`src/rtl/rf_pkg.sv`:
```
// Shared defaults and the queued write-back entry record for the register-file write-back buffer.
package rf_pkg;
  localparam int BW_DATA_DEF  = 32;
  localparam int BW_ADDR_DEF  = 5;
  localparam int DEPTH_DEF    = 4;
  localparam int ZERO_REG_DEF = 1;

  typedef struct packed {
    logic [BW_ADDR_DEF-1:0] addr;
    logic [BW_DATA_DEF-1:0] data;
  } rf_entry_t;
endpackage

```
`src/rtl/rf_wb_lookup.sv`:
```
// Newest-first match of one lookup address against the occupied FIFO entries.
// Purely combinational; no handshake.
module rf_wb_lookup
  import rf_pkg::*;
#(
  parameter int BW_DATA  = BW_DATA_DEF,
  parameter int BW_ADDR  = BW_ADDR_DEF,
  parameter int DEPTH    = DEPTH_DEF,
  parameter int ZERO_REG = ZERO_REG_DEF
) (
  input  logic [DEPTH-1:0][BW_ADDR-1:0] ent_addr,
  input  logic [DEPTH-1:0][BW_DATA-1:0] ent_data,
  input  logic [$clog2(DEPTH)-1:0]      head,
  input  logic [$clog2(DEPTH):0]        count,
  input  logic [BW_ADDR-1:0]            lk_addr,
  output logic                          hit,
  output logic [BW_DATA-1:0]            data
);
  localparam int PW = $clog2(DEPTH);
  localparam int CW = PW + 1;

  logic [PW-1:0] idx;
  logic          lk_ok;

  assign lk_ok = !(ZERO_REG != 0 && lk_addr == '0);

  // Walk oldest to newest so the last match (the newest) wins.
  always_comb begin
    hit  = 1'b0;
    data = '0;
    idx  = '0;
    for (int i = 0; i < DEPTH; i++) begin
      idx = head + PW'(i);
      if (lk_ok && (CW'(i) < count) && (ent_addr[idx] == lk_addr)) begin
        hit  = 1'b1;
        data = ent_data[idx];
      end
    end
  end
endmodule

```
`src/rtl/rf_wb_buffer.sv`:
```
// Write-back FIFO feeding the regfile write port with newest-first forwarding lookups.
// Accept-to-write latency 1 cycle; o_wb_ready low when full; i_wr_stall holds the drain.
module rf_wb_buffer
  import rf_pkg::*;
#(
  parameter int BW_DATA  = BW_DATA_DEF,
  parameter int BW_ADDR  = BW_ADDR_DEF,
  parameter int DEPTH    = DEPTH_DEF,
  parameter int ZERO_REG = ZERO_REG_DEF
) (
  input  logic                     i_clk,
  input  logic                     i_rst,
  input  logic                     i_wb_valid,
  output logic                     o_wb_ready,
  input  logic [BW_ADDR-1:0]       i_wb_addr,
  input  logic [BW_DATA-1:0]       i_wb_data,
  output logic                     o_wr_en,
  output logic [BW_ADDR-1:0]       o_wr_addr,
  output logic [BW_DATA-1:0]       o_wr_data,
  input  logic                     i_wr_stall,
  input  logic [BW_ADDR-1:0]       i_lk_addr0,
  input  logic [BW_ADDR-1:0]       i_lk_addr1,
  output logic                     o_lk_hit0,
  output logic                     o_lk_hit1,
  output logic [BW_DATA-1:0]       o_lk_data0,
  output logic [BW_DATA-1:0]       o_lk_data1,
  output logic [$clog2(DEPTH):0]   o_count,
  output logic                     o_empty
);
  localparam int PW = $clog2(DEPTH);
  localparam int CW = PW + 1;

  logic [DEPTH-1:0][BW_ADDR-1:0] mem_addr;
  logic [DEPTH-1:0][BW_DATA-1:0] mem_data;
  logic [PW-1:0]                 head_q;
  logic [PW-1:0]                 tail_q;
  logic [CW-1:0]                 count_q;
  logic                          accept;
  logic                          push;
  logic                          pop;

  assign o_wb_ready = !i_rst && (count_q < CW'(DEPTH));
  assign accept     = i_wb_valid && o_wb_ready;
  // Writes to the hard-wired zero register complete the handshake but are never queued.
  assign push       = accept && !(ZERO_REG != 0 && i_wb_addr == '0);
  assign o_empty    = (count_q == '0);
  assign o_wr_en    = !i_rst && !o_empty && !i_wr_stall;
  assign pop        = o_wr_en;
  assign o_wr_addr  = o_empty ? '0 : mem_addr[head_q];
  assign o_wr_data  = o_empty ? '0 : mem_data[head_q];
  assign o_count    = count_q;

  always_ff @(posedge i_clk) begin
    if (i_rst) begin
      head_q  <= '0;
      tail_q  <= '0;
      count_q <= '0;
    end else begin
      if (push) tail_q <= tail_q + 1'b1;
      if (pop)  head_q <= head_q + 1'b1;
      case ({push, pop})
        2'b10:   count_q <= count_q + 1'b1;
        2'b01:   count_q <= count_q - 1'b1;
        default: count_q <= count_q;
      endcase
    end
  end

  // Storage carries no reset; only occupied slots are ever observed.
  always_ff @(posedge i_clk) begin
    if (push) begin
      mem_addr[tail_q] <= i_wb_addr;
      mem_data[tail_q] <= i_wb_data;
    end
  end

  rf_wb_lookup #(
    .BW_DATA(BW_DATA), .BW_ADDR(BW_ADDR), .DEPTH(DEPTH), .ZERO_REG(ZERO_REG)
  ) u_lookup0 (
    .ent_addr(mem_addr), .ent_data(mem_data), .head(head_q), .count(count_q),
    .lk_addr(i_lk_addr0), .hit(o_lk_hit0), .data(o_lk_data0)
  );

  rf_wb_lookup #(
    .BW_DATA(BW_DATA), .BW_ADDR(BW_ADDR), .DEPTH(DEPTH), .ZERO_REG(ZERO_REG)
  ) u_lookup1 (
    .ent_addr(mem_addr), .ent_data(mem_data), .head(head_q), .count(count_q),
    .lk_addr(i_lk_addr1), .hit(o_lk_hit1), .data(o_lk_data1)
  );
endmodule

```
`config.mk`:
```
export PLATFORM = sky130hd
export DESIGN_NAME = rf_wb_buffer
export DESIGN_NICKNAME = d
export VERILOG_FILES = /design/src/rtl/rf_pkg.sv /design/src/rtl/rf_wb_lookup.sv /design/src/rtl/rf_wb_buffer.sv
export SDC_FILE = /design/constraint.sdc
export NUM_CORES = 1
export LEC_CHECK = 0
export ABC_AREA = 1
export CAP_MARGIN = 20
export CORE_ASPECT_RATIO = 1.5
export CORE_MARGIN = 3
export CORE_UTILIZATION = 30
export CTS_CLUSTER_DIAMETER = 120
export DETAILED_ROUTE_END_ITERATION = 7
export PLACE_DENSITY = 0.49
export SLEW_MARGIN = 20
export SYNTH_ARGS = -nofsm -noshare
export SYNTH_HDL_FRONTEND = slang
export SYNTH_SLANG_ARGS = --single-unit
```
`constraint.sdc`:
```
create_clock -name i_clk -period 5.1 [get_ports i_clk]
set_input_delay 0.51 -clock i_clk [delete_from_list [all_inputs] [get_ports i_clk]]
set_output_delay 0.51 -clock i_clk [all_outputs]
set_load 0.02 [all_outputs]
```
### After elaboration in Yosys (flattened, before gate mapping)

Index checks and enable logic that the tools add are counted.

* add/sub/neg operators: 6
* $mul: 0
* div/mod/pow operators: 0
* order comparisons: 11
* eq/ne operators: 10
* shift operators: 0
* muxes and demuxes: 41
* bitwise gates (word level): 0
* reductions and logical operators: 33

Operators by type and width (count)
* 2-to-1 mux 32 bit: 14
* binary-select mux 32 bit (select 2 bit): 4
* bitwise mux 128 bit: 1
* demux 32 bit (select 2 bit): 1
* binary-select mux 5 bit (select 2 bit): 4
* == test 5 bit: 8
* 2-to-1 mux 5 bit: 6
* logical AND 1 bit: 22
* bitwise mux 20 bit: 1
* zero test 5 bit: 3
* < comparator 2 x 3 -> 1 bit, second input constant: 5
* demux 5 bit (select 2 bit): 1
* 2-to-1 mux 1 bit: 8
* zero test 1 bit: 6
* < comparator 1 x 3 -> 1 bit, first input constant: 2
* < comparator 2 x 3 -> 1 bit, first input constant: 2
* one-hot mux 3 bit (2 select lines): 1
* adder 2 x 1 -> 2 bit, second input constant: 2
* adder 2 bit, second input constant: 2
* adder 3 x 1 -> 3 bit, second input constant: 1
* zero test 3 bit: 1
* < comparator 3 bit, second input constant: 1
* subtractor 3 x 1 -> 3 bit, second input constant: 1
* == test 2 x 1 -> 1 bit, second input constant: 1
* 3 further kinds: 3

* bits in registers: 155
* bits in latches: 0
* bits in writable memories: 0
* ROM bits: 0
* input port bits: 51
* output and inout port bits: 109
* memories kept: 0

### Logic depth before layout (Yosys ltp)

* depth after elaboration: 8
* mapped depth: 18

### Cells and area by module

Synthesis repeated with hierarchy kept, for this count alone.

* cell total of the unflattened synthesis: 2578
* area total of the unflattened synthesis: 16220.6 µm²

By module, submodules not included
* rf_wb_lookup: times used 2, cells each 1035, area an instance 5014.8 µm²
* rf_wb_buffer: times used 1, cells each 508, area an instance 6190.9 µm²

### Worst setup path after synthesis

OpenSTA, ideal clock, no wires.

* path kind: in2reg
* from: in i_rst
* to: reg mem_addr[0] in the netlist's numbering, enable pin
* setup time: 0.431 ns
* data arrival time: 2.751 ns
* setup slack: 1.917 ns
* stages on the path: 3
* buffers on the path: 0
* cell sequence: nor2_1 > nand3_1 > nor2_1

* cells in the longest elaborated chain, start to end: 4

Ends and longest elaborated chain
* start, declared: RTL line rf_wb_buffer.sv:12 `input logic i_rst,`
* zero test 1 bit: RTL line rf_wb_buffer.sv:42 `assign o_wb_ready = !i_rst && (count_q < CW'(DEPTH));`
* logical AND 1 bit: RTL line rf_wb_buffer.sv:42
* logical AND 1 bit: RTL line rf_wb_buffer.sv:43 `assign accept = i_wb_valid && o_wb_ready;`
* logical AND 1 bit: RTL line rf_wb_buffer.sv:45 `assign push = accept && !(ZERO_REG != 0 && i_wb_addr == '0);`
* end signal, assigned by index: RTL line rf_wb_buffer.sv:72 `mem_addr[tail_q] <= i_wb_addr;`
* end, declared: RTL line rf_wb_buffer.sv:33 `logic [DEPTH-1:0][BW_ADDR-1:0] mem_addr;`

No other way between the ends.
A chain may end at the register's enable or synchronous reset.

### Worst setup path in the final report

* from: reg head_q[0]
* to: out o_lk_data1[26]

* cells in the longest elaborated chain, start to end: 8

Ends and longest elaborated chain
* start, declared: RTL line rf_wb_buffer.sv:35 `logic [PW-1:0] head_q;`
* start signal, assigned: RTL line rf_wb_buffer.sv:60 `if (pop) head_q <= head_q + 1'b1;`
* adder 2 x 1 -> 2 bit / binary-select mux 5 bit (select 2 bit) (equally long branches): RTL line rf_wb_lookup.sv:33, rf_wb_lookup.sv:34
* binary-select mux 5 bit (select 2 bit) / 2-to-1 mux 5 bit (equally long branches): RTL line rf_wb_lookup.sv:34 `if (lk_ok && (CW'(i) < count) && (ent_addr[idx] == lk_addr)) begin`
* 2-to-1 mux 5 bit (implied by the code) / == test 5 bit (equally long branches): RTL line rf_wb_lookup.sv:34
* == test 5 bit / logical AND 1 bit (equally long branches): RTL line rf_wb_lookup.sv:34
* logical AND 1 bit / 2-to-1 mux 32 bit (equally long branches): RTL line rf_wb_lookup.sv:34
* 2-to-1 mux 32 bit (2 in a row): RTL line rf_wb_lookup.sv:34
* 2-to-1 mux 32 bit (*): RTL line rf_wb_lookup.sv:34
* end, declared: RTL line rf_wb_buffer.sv:26 `output logic [BW_DATA-1:0] o_lk_data1,`

Mark *: on every way between the ends. The rest lies on a longest branch, timed or not. The select of a mux whose other input is x is not followed.

==> reports/qor.tcl <==
set qor(outcome) {finished, final reports clean}
set qor(post-layout-total-power_w) 0.004766
set qor(ctsLongestPathBuffers) 2
set qor(final_hold_fails) 0
set qor(reg2reg_depth) 4
set qor(fmaxAchievable_mhz) 213.2
set qor(post_layout_nonfiller_instances) 2484
set qor(total_switching_power_w) 0.001963
set qor(remaining_drc_errors) 0
set qor(ys.warnings.count) 0
set qor(timing.reg2reg.setup_slack_ps) 2540
set qor(grt_pass1_vias) 11790
set qor(regToRegEndpoint) {mem_data[40]}
set qor(timing_worst_setup_path_type) {flip-flop to output pin}
set qor(synth-edff-count) 148
set qor(kind_of_launch_point_of_the_worst_setup_path) {flip-flop}
set qor(gr-usage-all-layers_pct) 19.52
set qor(pwr-share-seq_pct) 31.1
set qor(maxSlewViolCount) 0
set qor(final.fill_count) 4196
set qor(critical_path_end_type) {output pin}
set qor(tightest_slew_ps) 887.7
set qor(final_net_count) 2031
set qor(initial_antenna_violation_count) 0
set qor(detail_route.vias_per_cell) 5.027
set qor(numPlacedInstances) 2452
set qor(power.share.combinational_pct) 41.1
set qor(die_height_um) 253.2
set qor(cts-resized-gates) 0
set qor(syn_area_mm2) 0.01222
set qor(placed_area_mm2) 0.01408
set qor(worstReg2RegStart) {o_count[2]}
set qor(power.density_cell_area_mw_per_mm2) 324.3
set qor(overflow) 0
set qor(setup_violations) 0
set qor(syn-mean-instance-area_um2) 6.464
set qor(clock_skew_ps) 12.42
set qor(max-vdd-ir-drop_mv) 0.2252
set qor(arithmetic_cell_share_of_the_synthesized_area_counting_full_adders_half_adders_and_majority_gates_pct) 0.9213
set qor(finish.instance_area_mm2) 0.01470
set qor(synthMuxAreaShare_pct) 0
set qor(avgRoutedWirePerCell_um) 17.32
set qor(worst_ep_arrival_time_ps) 4180
set qor(dp_hpwl_um) 29390
set qor(totalWireLength_um) 43010
set qor(area.growth.synth_to_final_pct) 20.23
set qor(antenna_cells_inserted) 0
set qor(layout_worst_path_cycle_share_pct) 91.97
set qor(weighted_congestion_at_the_end_of_routability_driven_global_placement) 0.8516
set qor(die_width_um) 170.8
set qor(clockRootBuffer) {sky130_fd_sc_hd__clkbuf_16}
set qor(postSynth.topFlopCell) {sky130_fd_sc_hd__edfxtp_1}
set qor(relSlewSlack_pct) 40.68
set qor(initial_core_util_pct) 30.75
set qor(insertion_delay_ps) 450
set qor(rsz0062_at_grt) {false}
set qor(ioPinCount) 160
set qor(post_synth_num_cell_types) 28
set qor(die-area_mm2) 0.04325
set qor(power_switching_share_pct) 41.18
set qor(drt.antenna.violating_nets) 0
set qor(worst_hold_startpoint) {tail_q[1]}
set qor(nets_in_the_synthesized_netlist) 1951
set qor(final.setup.tns_ps) 0
set qor(final_common_cell) {sky130_fd_sc_hd__nand2_1}
set qor(cts_htree_levels) 4
set qor(num_rows) 89
set qor(cts_tree) {built}
set qor(postSynth.asyncResetShare_pct) 0
set qor(seq_area_frac_synth_pct) 37.51
set qor(port_buffers) 159
set qor(area_fraction_in_compound_gates_after_synthesis_pct) 11.71
set qor(ys_seq_elements) 155
set qor(power.leakage_nw) 6.094
set qor(core_area_mm2) 0.03975
set qor(clk_pin_slew_ps) 70
set qor(dominant_combinational_cell_family_by_area_after_synthesis) {simple AND/OR/NAND/NOR gates}
set qor(cts_post_setup_buffers_inserted) 0
set qor(first_iter_violations) 942
set qor(pwr-share-clk_pct) 27.8
set qor(via_count) 12490
set qor(cts_inserted_buffers) 17
set qor(hold_path_end) {tail_q[1]}
set qor(post_synth_and_or_nand_nor_area_fraction_pct) 38.28
set qor(cts_num_sinks) 155
set qor(critPathRequiredTime_ps) 4590
set qor(min_path_cells) 2
set qor(critPathMaxFanout) 87
set qor(layout_min_cycle_time_ps) 4690
set qor(cts_hold_buf) 0
set qor(top_library_cells_by_usage_in_the_layout_fill_and_taps_aside) {665 x sky130_fd_sc_hd__nand2_1, 265 x sky130_fd_sc_hd__nor2_1, 211 x sky130_fd_sc_hd__o21ai_0}
set qor(hold_path.class) {flip-flop to flip-flop}
set qor(intPower_w) 0.002803
set qor(synth-xor-area-share_pct) 0.5732
set qor(grt_max_degree) 106
set qor(grt_first_pass_wirelength_um) 65270
set qor(max_capacitance_violation_count) 0
set qor(drt_pass1_iterations) 6
set qor(drive_gt1_share_pct) 4.587
set qor(synthCells) 1891
how the worst max path moves through the flow:
| stage | cells after the start | end | startpoint | slack, ps |
|---|---|---|---|---|
| CTS | 14 | o_lk_data1[20] | head_q[0] | 180 |
| detailed placement | 15 | o_lk_data1[20] | i_lk_addr1[4] | 450 |
| floorplan | 3 | mem_addr[0] | i_rst | 1920 |
| global route | 13 | o_lk_data1[6] | head_q[0] | 40 |
| global placement | 15 | o_lk_data1[20] | i_lk_addr1[4] | 460 |
| finish | 14 | o_lk_data1[26] | head_q[0] | 410 |
synth_stat cells, types with 7 or more instances:
| cell | instances | area [um^2] |
|---|---|---|
| sky130_fd_sc_hd__a21oi_1 | 7 | 35.03 |
| sky130_fd_sc_hd__buf_1 | 11 | 41.29 |
| sky130_fd_sc_hd__buf_2 | 56 | 280.3 |
| sky130_fd_sc_hd__buf_4 | 17 | 127.6 |
| sky130_fd_sc_hd__buf_6 | 13 | 146.4 |
| sky130_fd_sc_hd__clkbuf_1 | 32 | 120.1 |
| sky130_fd_sc_hd__dfxtp_1 | 7 | 140.1 |
| sky130_fd_sc_hd__edfxtp_1 | 148 | 4444 |
| sky130_fd_sc_hd__ha_1 | 9 | 112.6 |
| sky130_fd_sc_hd__inv_1 | 163 | 611.8 |
| sky130_fd_sc_hd__nand2_1 | 666 | 2500 |
| sky130_fd_sc_hd__nand3_1 | 121 | 605.6 |
| sky130_fd_sc_hd__nand4_1 | 66 | 412.9 |
| sky130_fd_sc_hd__nor2_1 | 271 | 1017 |
| sky130_fd_sc_hd__o21ai_0 | 211 | 1056 |
| sky130_fd_sc_hd__o21ai_1 | 63 | 315.3 |
| sky130_fd_sc_hd__xor2_1 | 8 | 70.07 |
layout make-up:
type	count	area (um^2)	area share [%]
clock buffers	17	425.4	2.895
clock inverters	15	172.7	1.175
inverters	167	629.4	4.283
multi-input cells	1440	6401	43.56
flip-flops and latches	155	4592	31.25
well taps	500	625.6	4.257
repair buffers	190	1849	12.58
power groups by stage:
stage	registers, W	logic [W]	clock network (W)
6_report	0.00148	0.00196	0.00133
5_1_grt	0.00149	0.00216	0.00140
4_1_cts	0.00148	0.00197	0.00136
3_5_place_dp	0.00151	0.00196	0
3_3_place_gp	0.00151	0.00195	0
2_1_floorplan	0.00148	0.00128	0
registers in the layout, indices dropped and copies added (netlist names):
register / count
head_q: 2
mem_addr: 20
mem_data: 128
o_count: 3
tail_q: 2
cell families after synthesis:
| family | after synthesis |
|---|---|
| AOI/OAI and AO/OA | 284 |
| xor gates and xnor gates | 8 |
| adders and majority gates | 9 |
| buffers and inverters | 296 |
| DFF | 155 |
| and+or+nand+nor | 1139 |
routing by layer:
layer	vias up	GRT usage [%]	wire [um]
met4	0	6.857	1138
met3	72	2.874	2021
met2	374	36.52	22640
li1	6267	-	-
met5	-	0	0
met1	5775	22.35	17210
worst max-delay path, stage by stage (launching register included):
cell and delay [ps]:
sky130_fd_sc_hd__dfxtp_4 830, sky130_fd_sc_hd__inv_4 240, sky130_fd_sc_hd__nand2_1 140, sky130_fd_sc_hd__nand2_1 80, sky130_fd_sc_hd__nand2_1 60, sky130_fd_sc_hd__nand2_1 120
sky130_fd_sc_hd__nand2_1 110, sky130_fd_sc_hd__nand2_1 50, sky130_fd_sc_hd__nor2_1 210, sky130_fd_sc_hd__nand3_4 540, sky130_fd_sc_hd__buf_4 450, sky130_fd_sc_hd__nand3_1 110
sky130_fd_sc_hd__nand2_1 50, sky130_fd_sc_hd__nand2_1 90, sky130_fd_sc_hd__clkdlybuf4s50_1 610
metrics by stage:
stage                     utilization (%)  hold slack (ps)  worst slack [ps]
after floorplan                         -            489.7              1917
after global placement              35.42            523.6             463.1
after detailed placement            35.42            526.8             447.6
after CTS                           36.93            536.4             176.9
after global routing                36.97            607.0             41.91
final                               36.97            530.3             409.5
Power figures use the tool's default switching activity.
